File: config.mk
export PLATFORM = sky130hd
export DESIGN_NAME = sampletest_arbiter
export DESIGN_NICKNAME = d
export VERILOG_FILES = /design/src/rtl/sampletest_arbiter.sv
export SDC_FILE = /design/constraint.sdc
export NUM_CORES = 1
export LEC_CHECK = 0
export CAP_MARGIN = 20
export CORE_AREA = 2 2 397 399
export CTS_BUF_LIST = sky130_fd_sc_hd__clkbuf_2 sky130_fd_sc_hd__clkbuf_4 sky130_fd_sc_hd__clkbuf_8
export DETAILED_ROUTE_END_ITERATION = 12
export DIE_AREA = 0 0 399 401
export PLACE_DENSITY = 0.3
export SKIP_CTS_REPAIR_TIMING = 1
export SYNTH_ARGS = -nofsm -noshare
export SYNTH_HDL_FRONTEND = slang
export SYNTH_SLANG_ARGS = --single-unit
File: constraint.sdc
create_clock -name clk -period 2.5 [get_ports clk]
set_input_delay 0.25 -clock clk [delete_from_list [all_inputs] [get_ports clk]]
set_output_delay 0.25 -clock clk [all_outputs]
set_load 0.005 [all_outputs]
File: src/rtl/sampletest_arbiter.sv
// sampletest_arbiter: round-robin share of one sampletest datapath between two lanes,
// with a latency-matched tag pipe, per-lane credits and an enable/drain FSM.
module sampletest_arbiter #(
    parameter int SIGFIG     = 24,
    parameter int VERTS      = 3,
    parameter int AXIS       = 3,
    parameter int COLORS     = 3,
    parameter int PIPE_DEPTH = 2,
    parameter int CREDITS    = 4
) (
    input  logic                                                clk,
    input  logic                                                rst,
    input  logic                                                en_R16H,
    input  logic [1:0]                                          req_valid_R16H,
    input  logic signed [1:0][VERTS-1:0][AXIS-1:0][SIGFIG-1:0]  req_tri_R16S,
    input  logic [1:0][COLORS-1:0][SIGFIG-1:0]                  req_color_R16U,
    input  logic signed [1:0][1:0][SIGFIG-1:0]                  req_sample_R16S,
    output logic [1:0]                                          req_ready_R16H,
    output logic signed [VERTS-1:0][AXIS-1:0][SIGFIG-1:0]       st_tri_R16S,
    output logic [COLORS-1:0][SIGFIG-1:0]                       st_color_R16U,
    output logic signed [1:0][SIGFIG-1:0]                       st_sample_R16S,
    output logic                                                st_validSamp_R16H,
    input  logic                                                st_hit_valid_R18H,
    output logic [1:0]                                          rsp_valid_R18H,
    output logic [1:0]                                          rsp_hit_R18H,
    input  logic [1:0]                                          rsp_pop_R18H,
    output logic                                                idle_R16H
);
    localparam int CW = $clog2(CREDITS + 1);
    typedef enum logic [1:0] {IDLE, RUN, DRAIN} state_t;
    state_t state, nxt;
    logic run, last;
    logic [1:0] elig, grant, pop_ok;
    logic [CW-1:0] credit [2];
    logic [PIPE_DEPTH-1:0] vld, id;

    always_ff @(posedge clk) begin
        if (!rst) state <= IDLE;
        else state <= nxt;
    end

    always_comb begin
        nxt = (state == IDLE) ? (en_R16H ? RUN : IDLE) :
              (state == RUN)  ? (en_R16H ? RUN : DRAIN) :
              (en_R16H ? RUN : (|vld ? DRAIN : IDLE));
    end

    always_comb begin
        run       = (state == RUN);
        idle_R16H = (state == IDLE);
    end

    // On a tie the lane that did not win last time gets the grant.
    always_comb begin
        elig  = req_valid_R16H & {credit[1] != '0, credit[0] != '0};
        grant = !run ? 2'b00 : (&elig) ? (last ? 2'b01 : 2'b10) : elig;
    end

    assign req_ready_R16H    = grant;
    assign st_validSamp_R16H = |grant;
    assign st_tri_R16S       = req_tri_R16S[grant[1]];
    assign st_color_R16U     = req_color_R16U[grant[1]];
    assign st_sample_R16S    = req_sample_R16S[grant[1]];

    always_ff @(posedge clk) begin
        if (!rst) last <= 1'b1;
        else if (|grant) last <= grant[1];
    end

    always_ff @(posedge clk) begin
        for (int s = PIPE_DEPTH - 1; s > 0; s--) begin
            vld[s] <= vld[s-1];
            id[s]  <= id[s-1];
        end
        vld[0] <= |grant;
        id[0]  <= grant[1];
        if (!rst) vld <= '0;
    end

    assign rsp_valid_R18H = vld[PIPE_DEPTH-1] ? (id[PIPE_DEPTH-1] ? 2'b10 : 2'b01) : 2'b00;
    assign rsp_hit_R18H   = rsp_valid_R18H & {2{st_hit_valid_R18H}};

    // A pop into a full counter has no slot to return, so it is dropped.
    assign pop_ok = rsp_pop_R18H & {credit[1] != CW'(CREDITS), credit[0] != CW'(CREDITS)};

    always_ff @(posedge clk) begin
        for (int i = 0; i < 2; i++) begin
            if (!rst) credit[i] <= CW'(CREDITS);
            else credit[i] <= credit[i] - CW'(grant[i]) + CW'(pop_ok[i]);
        end
    end

    always_ff @(posedge clk) begin
        for (int i = 0; i < 2; i++)
            if (rst && rsp_pop_R18H[i])
                assert (credit[i] != CW'(CREDITS)) else $error("credit overflow on lane %0d", i);
    end
endmodule

Yosys cells after proc, flatten, opt, wreduce, memory -nomap -nowiden
Memory sizes are Yosys's and may differ from the RTL's.
Cells that the tools add are included.
{"block": "word_totals", "mem_bits_rw": 6, "regBits": 7, "memories": 1, "output_inout_bits": 344, "elab_cells": 45}
{"name": "credit", "depth": 2, "word_bits": 3, "rd": 2, "rd_clocked_by_memory_dff": 0, "wr": 2, "line_no": "34", "text": "logic [CW-1:0] credit [2];"}
{"block": "classes", "n_lt_le_gt_ge": 1, "n_eq_ne": 3, "n_mux": 21, "n_addsub": 4, "reduce_logical": 6, "n_bitwise": 5}
{"cell": "$mux 216", "count": 2}
{"cell": "$mux 72", "count": 2}
{"cell": "$mux 48", "count": 2}
{"cell": "$mux 2", "count": 10}
{"cell": "$add 3x1->3", "count": 2}
{"cell": "$and 2x2->2", "count": 3}
{"cell": "$mux 3", "count": 2}
{"cell": "$ne 3x3->1 const B", "count": 2}
{"cell": "$reduce_bool 3->1", "count": 2}
{"cell": "$sub 3x1->3", "count": 2}
{"cell": "$reduce_or 2->1", "count": 2}
{"cell": "$mux 1", "count": 3}
{"cell": "$eq 2x1->1 const B", "count": 1}
{"cell": "$logic_not 2->1", "count": 1}
{"cell": "$lt 1x2->1 const B", "count": 1}
{"cell": "$or 1x1->1", "count": 2}
{"cell": "$reduce_and 2->1", "count": 1}

Logic depth before layout (Yosys ltp)
Gate-level depths: netlist of the first run.
{"block": "logic_depth", "word_depth": 8, "ltp_mapped": 12}

Worst setup path after synthesis of the first run
Ideal clock, no wire load.
{"block": "synth_path", "kind": "register -> register", "from": "mem credit[1][1] in the netlist's numbering", "to": "mem credit[1][2] in the netlist's numbering", "path_stages_with_launch": 13, "path_slack_ps": -73, "path_buffers": 2, "synth_period_minus_slack_ps": 2573, "arrival_time_ps": 2458, "setup_time_ps": 115, "t_required_ps": 2385, "cell_sequence": "dfxtp_1 or3_4 and4_1 buf_6 buf_2 ha_1 inv_1 ha_1 inv_1 fa_1 xor2_1 xnor2_1 nand2_1"}
{"element": "start: declaration", "line_no": "34"}

==> summary.txt, run 1 <==
Run status
  • Outcome: complete, but fails checks
  • Failing checks: negative setup slack

Synthesis
  • Synth Cell Area: 0.006213 mm²
  • Sequential cell area fraction in the yosys report: 4.188%
  • Avg Inst Size Synth: 14.28 µm²
  • Yosys reg bits: 13
  • Netlist cell types: 25
  • Synth Warn #: 0
  • Net Count, Synth: 1121
  • Cells after synthesis: 435

STA
  • Slew Limit Fails: 0
  • Worst slew pin tran: 0.5462 ns
  • Final Hold Fails: 0
  • Fin crit period: 2.691 ns
  • Max-slew headroom: 63.54%
  • Fin Hold WS: 0.3235 ns
  • Count of final setup violators: 176
  • Maximum clock frequency: 371.6 MHz
  • Final worst setup slack: -0.1910 ns
  • RSZ-0062 raised after global routing: yes
  • Period utilisation layout: 107.6%
  • Clock Skew: 0.003086 ns

Routing
  • Iteration count of the initial detailed-routing pass: 4
  • DRC: 0
  • Total number of vias: 9274
  • 1st-iter DRT viols: 359
  • Routed WL: 103.5 mm
  • Detail Route Antenna Nets: 0
  • Average wire per standard cell: 27.98 µm
  • Drt via density: 2.509

GRT
  • Grt total ovfl: 0
  • GR Util All Layers: 11.85%
  • Initial antenna violation count: 62
  • Largest net degree at the start of global routing: 22
  • Vias in the first global route: 9341
  • Global-route wire length before repair: 120.2 mm

Pwr
  • Clock share of power: 3.7%
  • Cell Pwr Density: 249.0 mW/mm²
  • Switching share of total power: 36.29%
  • Seq pwr share: 5.4%
  • Int Power: 3.383 mW
  • Combinational share of power: 90.9%
  • Total power: 5.311 mW
  • LEAKAGE: 9.442 nW
  • VDD IR-drop max: 0.1321 mV
  • P_sw: 1.927 mW

Final layout
  • Nets: 2320
  • Synthesis-to-layout area growth: 243.2%
  • Area of the multi-input gates: 0.005430 mm²
  • Fin cells: 3697
  • Fill cell count: 17.71k
  • Design area: 0.02133 mm²
  • Final Core Density: 13.70%
  • Layout cell share with drive strength beyond 1: 48.07%
  • Storage cell area: 265.3 µm²

CTS
  • Clock latency on the worst-skew pair: 0.24 ns
  • Root Buffer: clkbuf_8
  • Clk slew on worst S/H paths: 0.06 ns
  • CTS tree: done
  • Total CTS buffers: 3
  • Max clock buf depth: 2
  • Clock sink total: 13
  • H-tree Lvls: 1

Setup path
  • CP cell instances: or3_4 > and4_4 > buf_12 > buf_6 > buf_12 > buf_4 > clkbuf_16 > buf_4 > mux2_4 > clkbuf_2
  • Required time worst endpoint: 2.25 ns
  • Largest stage delay, worst path: 0.38 ns
  • Slowest CP cell: or3_4
  • Worst Setup Path Type: register to output pin
  • Arrival time at the worst endpoint: 2.44 ns
  • CP endpoint kind: output pin
  • Type of origin of the critical path: register
  • Crit-path max FO: 7

Floorplanning
  • Core ar.: 0.1557 mm²
  • Die Wd: 399 µm
  • Die area: 0.1600 mm²
  • Initial Util: 3.992%
  • Top Ports: 1024
  • Row count: 145
  • DIE HEIGHT: 401 µm

Placed design
  • Area of placed instances: 0.01878 mm²
  • DP Wirelength: 94.18 mm
  • GPL Wtd Cong: 0.9301
  • Placed cells: 3534
  • PortBufs: 1023

Run
  • Number of max-cap violations: 0

Min path
  • Hold Path Class: register to register
## per-stage QoR
step / worst slack [ns] / setup TNS, ns
floorplan: 0.004835 / 0
global placement: -0.8709 / -227.70
detailed placement: -0.8363 / -210.12
CTS: -0.8541 / -216.33
global route: -0.2395 / -27.73
finish: -0.1910 / -9.386
## power groups by stage
stage	registers (mW)	clock network (mW)	logic [mW]
4_1_cts	0.278	0.206	4.39
6_report	0.289	0.197	4.83
3_5_place_dp	0.282	0	4.35
3_3_place_gp	0.283	0	4.37
5_1_grt	0.294	0.216	5.06
2_1_floorplan	0.283	0	1.38
## placed cells by master, fill, tap and decap left out, types with 2 or more instances in the layout
cell type / n
buf_4: 104
dfxtp_2: 4
dfxtp_1: 9
ha_4: 2
xor2_2: 2
mux2_2: 2
inv_1: 6
buf_12: 27
inv_2: 2
dlymetal6s2s_1: 120
buf_8: 19
fa_2: 2
and2_1: 5
ha_1: 2
xnor2_1: 2
nand2_1: 4
clkbuf_16: 16
nor2_1: 7
a21boi_0: 2
clkbuf_2: 77
buf_16: 9
buf_6: 174
clkbuf_8: 3
mux2_4: 334
clkdlybuf4s50_1: 685
diode_2: 6
## registers in the layout, summed over array words and instances, names as in the netlist
signal	flops
credit	6
state	2
id	2
vld	2
last	1
## cells by family (layout without fill, tap and decap cells)
family / after synthesis / after routing / share of synthesized area [%]
AOI/OAI and AO/OA: 8 / 8 / 0.9867
xor gates and xnor gates: 4 / 4 / 0.5639
adders and majority gates: 6 / 6 / 1.450
buffers and inverters: 46 / 1244 / 11.92
DFF: 13 / 13 / 4.188
muxes: 336 / 336 / 79.02
other: 0 / 6 / 0
and+or+nand+nor: 22 / 22 / 1.873
## cell type report
type	instances	share of cell area, %
Sequential cell	13	1.244
Timing Repair Buffer	1232	60.78
Multi-Input combinational cell	376	25.46
Antenna cell	6	0.07040
Tap cell	2058	12.07
Inverter	8	0.1408
Clock buffer	4	0.2288
## cell usage after synthesis, drive strengths merged
library cell / number / share of area (%)
nor2b: 2 / 0.20
a21boi: 2 / 0.24
mux2: 336 / 79
nand2: 4 / 0.24
inv: 8 / 0.48
and2: 5 / 0.50
o311ai: 2 / 0.28
dfxtp: 13 / 4.2
xnor2: 2 / 0.28
ha: 4 / 0.81
xor2: 2 / 0.28
fa: 2 / 0.64
or3: 1 / 0.18
a31oi: 1 / 0.10
a211o: 1 / 0.14
and3: 1 / 0.10
a21oi: 1 / 0.080
a2111oi: 1 / 0.14
and4: 1 / 0.14
buf: 38 / 11
nor2: 7 / 0.42
nand3: 1 / 0.080
## final timing paths
path	slack, ns	start	depth (start not counted)	endpoint
setup reg to reg	-0.04	credit[1][2]$_SDFF_PN1_	12	credit[1][2]$_SDFF_PN1_
hold reg to reg	0.32	id[0]$_DFF_P_	0	id[1]$_DFF_P_
setup / recovery	-0.19	credit[1][2]$_SDFF_PN1_	10	st_tri_R16S[203]
hold / removal	0.32	id[0]$_DFF_P_	0	id[1]$_DFF_P_
## per-layer routing
layer  routed length (µm)  GRT usage (%)  vias to the layer above
met4                 1600         0.3825                       62
met5                  424              0                        -
met2                50100          20.76                      594
met1                41880          14.53                     4454
met3                 9437          4.144                      124
li1                     -              -                     4040
## worst max-delay path, delay by kind of cell (launching register included)
kind / cells / cell delay [ns]
DFF: 1 / 0.32
muxes: 1 / 0.29
buffers and inverters: 7 / 0.94
and+or+nand+nor: 2 / 0.62
No activity file was read; power rests on OpenSTA's default activity.
==> inputs of run 2 (changes only) <==
--- a/config.mk
+++ b/config.mk
@@ -11,7 +11,6 @@
 export DETAILED_ROUTE_END_ITERATION = 12
 export DIE_AREA = 0 0 399 401
 export PLACE_DENSITY = 0.3
-export SKIP_CTS_REPAIR_TIMING = 1
 export SYNTH_ARGS = -nofsm -noshare
 export SYNTH_HDL_FRONTEND = slang
 export SYNTH_SLANG_ARGS = --single-unit
==> summary.txt, run 2 (synthesized netlist as in run 1, its figures left out) <==
Run status
  • Outcome: complete, but fails checks
  • Failing checks: negative setup slack

Setup path
  • Worst R2R Start: credit[0][2]$_SDFF_PN1_
  • Crit path to: st_tri_R16S[102]
  • Arrival time at the worst endpoint: 2.30 ns
  • Worst R2R End: credit[1][2]$_SDFF_PN1_
  • Crit-path max FO: 6
  • Largest stage delay, worst path: 0.37 ns
  • Worst Setup Path Type: register to output pin
  • CP cell instances: o311ai_4 > and4_4 > buf_12 > buf_12 > buf_12 > buf_12 > mux2_4 > buf_6
  • CP endpoint kind: output pin
  • Required time worst endpoint: 2.25 ns
  • CP dominant cell by count: buf_12
  • Reg2Reg Depth: 11
  • Slowest CP cell: mux2_4
  • Setup crit start: credit[0][2]$_SDFF_PN1_
  • Setup slack, reg-to-reg: 0.10 ns
  • Type of origin of the critical path: register

STA
  • Worst slew pin tran: 0.5290 ns
  • Period utilisation layout: 102.1%
  • Setup TNS: -0.4239 ns
  • Max-slew headroom: 64.62%
  • Slew Limit Fails: 0
  • Fin Hold WS: 0.3238 ns
  • Final Hold Fails: 0
  • Fin crit period: 2.553 ns
  • Clock Skew: 0.004837 ns
  • Final worst setup slack: -0.05301 ns
  • Maximum clock frequency: 391.7 MHz
  • RSZ-0062 raised after global routing: yes
  • Count of final setup violators: 15

Routing
  • Detail Route Antenna Nets: 0
  • Total number of vias: 9112
  • Average wire per standard cell: 27.92 µm
  • Iteration count of the initial detailed-routing pass: 4
  • Drt via density: 2.479
  • Routed WL: 102.6 mm
  • 1st-iter DRT viols: 371
  • DRC: 0

Floorplanning
  • Row count: 145
  • DIE HEIGHT: 401 µm
  • Top Ports: 1024
  • Core ar.: 0.1557 mm²
  • Initial Util: 3.992%
  • Die Wd: 399 µm
  • Die area: 0.1600 mm²

Pwr
  • LEAKAGE: 8.328 nW
  • Total power: 5.257 mW
  • Cell Pwr Density: 252.8 mW/mm²
  • VDD IR-drop max: 0.1416 mV

CTS
  • H-tree Lvls: 1
  • Clock sink total: 13
  • Clock latency on the worst-skew pair: 0.24 ns
  • Max clock buf depth: 2
  • Cts hold-fix bufs: 0
  • CTS tree: done
  • Clk slew on worst S/H paths: 0.06 ns
  • Root Buffer: clkbuf_8
  • Total CTS buffers: 3

Final layout
  • Max reg flops: 6
  • Final Core Density: 13.36%
  • Area of the multi-input gates: 0.005425 mm²
  • Biggest register: credit
  • Nets: 2294
  • Most common cell after layout, fill and taps aside: clkdlybuf4s50_1
  • Storage cell area: 264.0 µm²
  • Layout cell share with drive strength beyond 1: 52.08%
  • Most frequent cells in the layout: 685 x clkdlybuf4s50_1, 333 x mux2_4, 228 x buf_6
  • Fill cell count: 17.74k
  • Synthesis-to-layout area growth: 234.7%

Placed design
  • PortBufs: 1023
  • GPL Wtd Cong: 0.9301
  • DP Wirelength: 94.18 mm

GRT
  • Largest net degree at the start of global routing: 13
  • Global-route wire length before repair: 123.7 mm
  • Initial antenna violation count: 56
  • GR Util All Layers: 12.14%
  • Vias in the first global route: 9947
  • Grt total ovfl: 0

Run
  • Number of max-cap violations: 0

Min path
  • Hold Path Class: register to register
-- run 2: cell count changes in the layout (fill, tap and decap cells not counted), sizes merged --
cell and change:
clkbuf -18, clkdlybuf4s15 +42, diode +4, buf +64, and4 +1, dlymetal6s2s -120, dlygate4sd2 +5
-- run 2: how the worst min path moves through the flow --
stage | startpoint | endpoint | slack [ns] | cells past startpoint
floorplan | id[0]$_DFF_P_ | id[1]$_DFF_P_ | 0.31 | 0
global placement | id[0]$_DFF_P_ | id[1]$_DFF_P_ | 0.31 | 0
detailed placement | id[0]$_DFF_P_ | id[1]$_DFF_P_ | 0.31 | 0
CTS | id[0]$_DFF_P_ | id[1]$_DFF_P_ | 0.33 | 0
global route | id[0]$_DFF_P_ | id[1]$_DFF_P_ | 0.33 | 0
finish | id[0]$_DFF_P_ | id[1]$_DFF_P_ | 0.32 | 0
-- run 2: power breakdown --
group          internal [mW]  switching (mW)
logic                   2.96            1.81
registers              0.251          0.0361
clock network          0.123          0.0740
-- run 2: routing by layer --
layer / up-vias / wire length, µm / global-route usage, %
li1: 3996 / - / -
met1: 4408 / 42050 / 14.84
met2: 556 / 50720 / 21.64
met3: 98 / 8772 / 3.961
met4: 54 / 722 / 0.2111
met5: - / 356 / 0
-- run 2: per-stage QoR --
stage,cells,worst slack [ns],instance area (µm²)
3_5_place_dp,3534,-0.8363,18780
2_1_floorplan,435,0.004835,6221
6_report,3675,-0.05301,20800
5_1_grt,3665,-0.1541,20770
4_1_cts,3646,-0.1377,20370
3_3_place_gp,3534,-0.8709,18780
-- run 2: repair_timing --
action,CTS,global route
buffers inserted,103,34
pin swaps,7,9
setup endpoints to repair,340,312
resized for setup,1048,310
cloned,11,7
-- run 2: layout make-up --
type	count	area share, %
diodes	10	0.1203
repair buffers	1205	59.76
multi-input cells	377	26.09
well taps	2058	12.38
inverters	8	0.1444
flip-flops and latches	13	1.269
clock buffers	4	0.2346
-- run 2: critical path: cells and delay by family (launching register included) --
kind / cells / cell delay [ns]
compound gates: 1 / 0.31
buf+inv: 5 / 0.70
flops: 1 / 0.33
mux: 1 / 0.37
simple gates: 1 / 0.30
==> inputs of run 3 (changes only) <==
--- a/config.mk
+++ b/config.mk
@@ -6,10 +6,10 @@
 export NUM_CORES = 1
 export LEC_CHECK = 0
 export CAP_MARGIN = 20
-export CORE_AREA = 2 2 397 399
+export CORE_AREA = 2 2 398 400
 export CTS_BUF_LIST = sky130_fd_sc_hd__clkbuf_2 sky130_fd_sc_hd__clkbuf_4 sky130_fd_sc_hd__clkbuf_8
 export DETAILED_ROUTE_END_ITERATION = 12
-export DIE_AREA = 0 0 399 401
+export DIE_AREA = 0 0 400 402
 export PLACE_DENSITY = 0.3
 export SYNTH_ARGS = -nofsm -noshare
 export SYNTH_HDL_FRONTEND = slang
==> constraint.sdc (replaced) <==
create_clock -name clk -period 3 [get_ports clk]
set_input_delay 0.3 -clock clk [delete_from_list [all_inputs] [get_ports clk]]
set_output_delay 0.3 -clock clk [all_outputs]
set_load 0.005 [all_outputs]
==> summary.txt, run 3 (synthesized netlist as in run 1, its figures left out) <==
Routing
  • Met3 Wirelength: 10.43 mm
  • Max Used Layer: met5
  • Detail Route Antenna Nets: 0
  • Average wire per standard cell: 28.00 µm
  • Drt via density: 2.377
  • DRC: 0
  • Iteration count of the initial detailed-routing pass: 4
  • Routed WL: 99.81 mm
  • Total number of vias: 8473
  • Met2 routed WL: 47.07 mm
  • Wl on met1: 40.82 mm
  • 1st-iter DRT viols: 398

Floorplanning
  • Initial Util: 3.955%
  • Die Wd: 400 µm
  • Core ar.: 0.1571 mm²
  • DIE HEIGHT: 402 µm
  • Top Ports: 1024
  • Row count: 146
  • Die area: 0.1608 mm²

CTS
  • CTS tree: done
  • Clock latency on the worst-skew pair: 0.32 ns
  • Clk slew on worst S/H paths: 0.12 ns
  • H-tree Lvls: 1
  • Max clock buf depth: 2
  • Clock sink total: 13
  • Root Buffer: clkbuf_8
  • Total CTS buffers: 3

STA
  • Period utilisation layout: 97.42%
  • Worst slew pin tran: 0.4901 ns
  • Max-slew headroom: 66.91%
  • Clock Skew: 0.03203 ns
  • Final Hold Fails: 0
  • Fin crit period: 2.923 ns
  • Maximum clock frequency: 342.2 MHz
  • Final worst setup slack: 0.07748 ns
  • Slew Limit Fails: 0
  • RSZ-0062 raised after global routing: yes
  • Fin Hold WS: 0.3484 ns
  • Count of final setup violators: 0

Setup path
  • Required time worst endpoint: 2.70 ns
  • Arrival time at the worst endpoint: 2.62 ns
  • Type of origin of the critical path: register
  • Number of cells on the critical path: 7
  • Worst Setup Path Type: register to output pin
  • Crit path to: st_tri_R16S[82]
  • Slowest CP cell: clkdlybuf4s50_1
  • CP endpoint kind: output pin
  • Crit-path max FO: 11
  • Worst R2R Start: credit[0][1]$_SDFF_PN0_
  • CP top delay family: buffers and inverters
  • Setup crit start: credit[1][1]$_SDFF_PN0_
  • Worst R2R End: credit[0][2]$_SDFF_PN1_
  • Largest stage delay, worst path: 0.52 ns
  • Reg2Reg Depth: 11
  • Worst path bufs/invs: 4
  • CP cell instances: or3_4 > and4_4 > buf_12 > buf_16 > buf_4 > mux2_4 > clkdlybuf4s50_1
  • Setup slack, reg-to-reg: 0.43 ns

Final layout
  • Storage cell area: 266.5 µm²
  • Most common cell after layout, fill and taps aside: clkdlybuf4s50_1
  • Area of the multi-input gates: 0.005218 mm²
  • Biggest register: credit
  • Most frequent cells in the layout: 873 x clkdlybuf4s50_1, 300 x mux2_4, 117 x buf_4
  • Nets: 2169
  • Synthesis-to-layout area growth: 204.7%
  • Max reg flops: 6
  • Layout cell share with drive strength beyond 1: 32.79%
  • Fill cell count: 17.97k

Pwr
  • P_sw: 1.519 mW
  • Switching share of total power: 38.20%
  • Seq pwr share: 5.9%
  • Combinational share of power: 88.4%
  • Clock share of power: 5.7%
  • Int Power: 2.458 mW
  • VDD IR-drop max: 0.1409 mV
  • LEAKAGE: 7.172 nW
  • Cell Pwr Density: 210.1 mW/mm²

GRT
  • Global-route wire length before repair: 119.0 mm
  • GR Util All Layers: 11.80%
  • Largest net degree at the start of global routing: 32
  • Initial antenna violation count: 70
  • Vias in the first global route: 9218
  • Grt total ovfl: 0

Placed design
  • GPL Wtd Cong: 0.9550
  • Place WS: -0.04922 ns
  • PortBufs: 1023
  • DP Wirelength: 91.76 mm

Run
  • Number of max-cap violations: 0

Run status
  • Outcome: finished clean

Min path
  • Hold Path Class: register to register
## run 3: what timing repair did
action	in CTS	in global routing
gates resized for setup	71	15
hold endpoints to repair	0	0
hold buffers	0	0
endpoints found under the setup margin	183	90
buffers inserted	9	6
cloned	4	1
## run 3: worst min-delay path by stage
stage	from	end	slack [ns]	cells past startpoint
after floorplan	id[0]$_DFF_P_	id[1]$_DFF_P_	0.31	0
after global placement	id[0]$_DFF_P_	id[1]$_DFF_P_	0.32	0
after detailed placement	id[0]$_DFF_P_	id[1]$_DFF_P_	0.31	0
after CTS	id[0]$_DFF_P_	id[1]$_DFF_P_	0.35	0
after global routing	id[0]$_DFF_P_	id[1]$_DFF_P_	0.36	0
final	id[0]$_DFF_P_	id[1]$_DFF_P_	0.35	0
## run 3: cell type report
cell class              instances  share of cell area (%)
clock inverters                 1                 0.02643
inverters                       8                  0.1586
diodes                         11                  0.1454
multi-input cells             376                   27.56
repair buffers               1081                   56.79
flip-flops and latches         13                   1.408
well taps                    2072                   13.69
clock buffers                   3                  0.2181
## run 3: layer usage
| layer | GRT usage (%) | vias up |
|---|---|---|
| met4 | 0.9659 | 80 |
| met1 | 14.71 | 3987 |
| li1 | - | 3734 |
| met3 | 4.353 | 130 |
| met2 | 19.98 | 542 |
| met5 | 0 | - |
## run 3: power groups by stage
| stage | registers (mW) | clock network [mW] | logic, mW |
|---|---|---|---|
| floorplan | 0.235 | 0 | 1.15 |
| finish | 0.233 | 0.227 | 3.52 |
| global route | 0.237 | 0.272 | 3.70 |
| detailed placement | 0.240 | 0 | 3.53 |
| CTS | 0.234 | 0.285 | 3.61 |
| global placement | 0.238 | 0 | 3.54 |
## run 3: through the flow
| stage | cell area (µm²) | power (mW) | util [%] | setup TNS [ns] | cells |
|---|---|---|---|---|---|
| after floorplan | 6213 | 1.381 | - | 0 | 435 |
| after global placement | 18560 | 3.776 | 11.81 | -1.512 | 3530 |
| after detailed placement | 18560 | 3.773 | 11.81 | -0.3055 | 3530 |
| after CTS | 18780 | 4.127 | 11.96 | -0.01004 | 3547 |
| after global routing | 18910 | 4.210 | 12.04 | -0.006431 | 3556 |
| final | 18930 | 3.977 | 12.05 | 0 | 3565 |
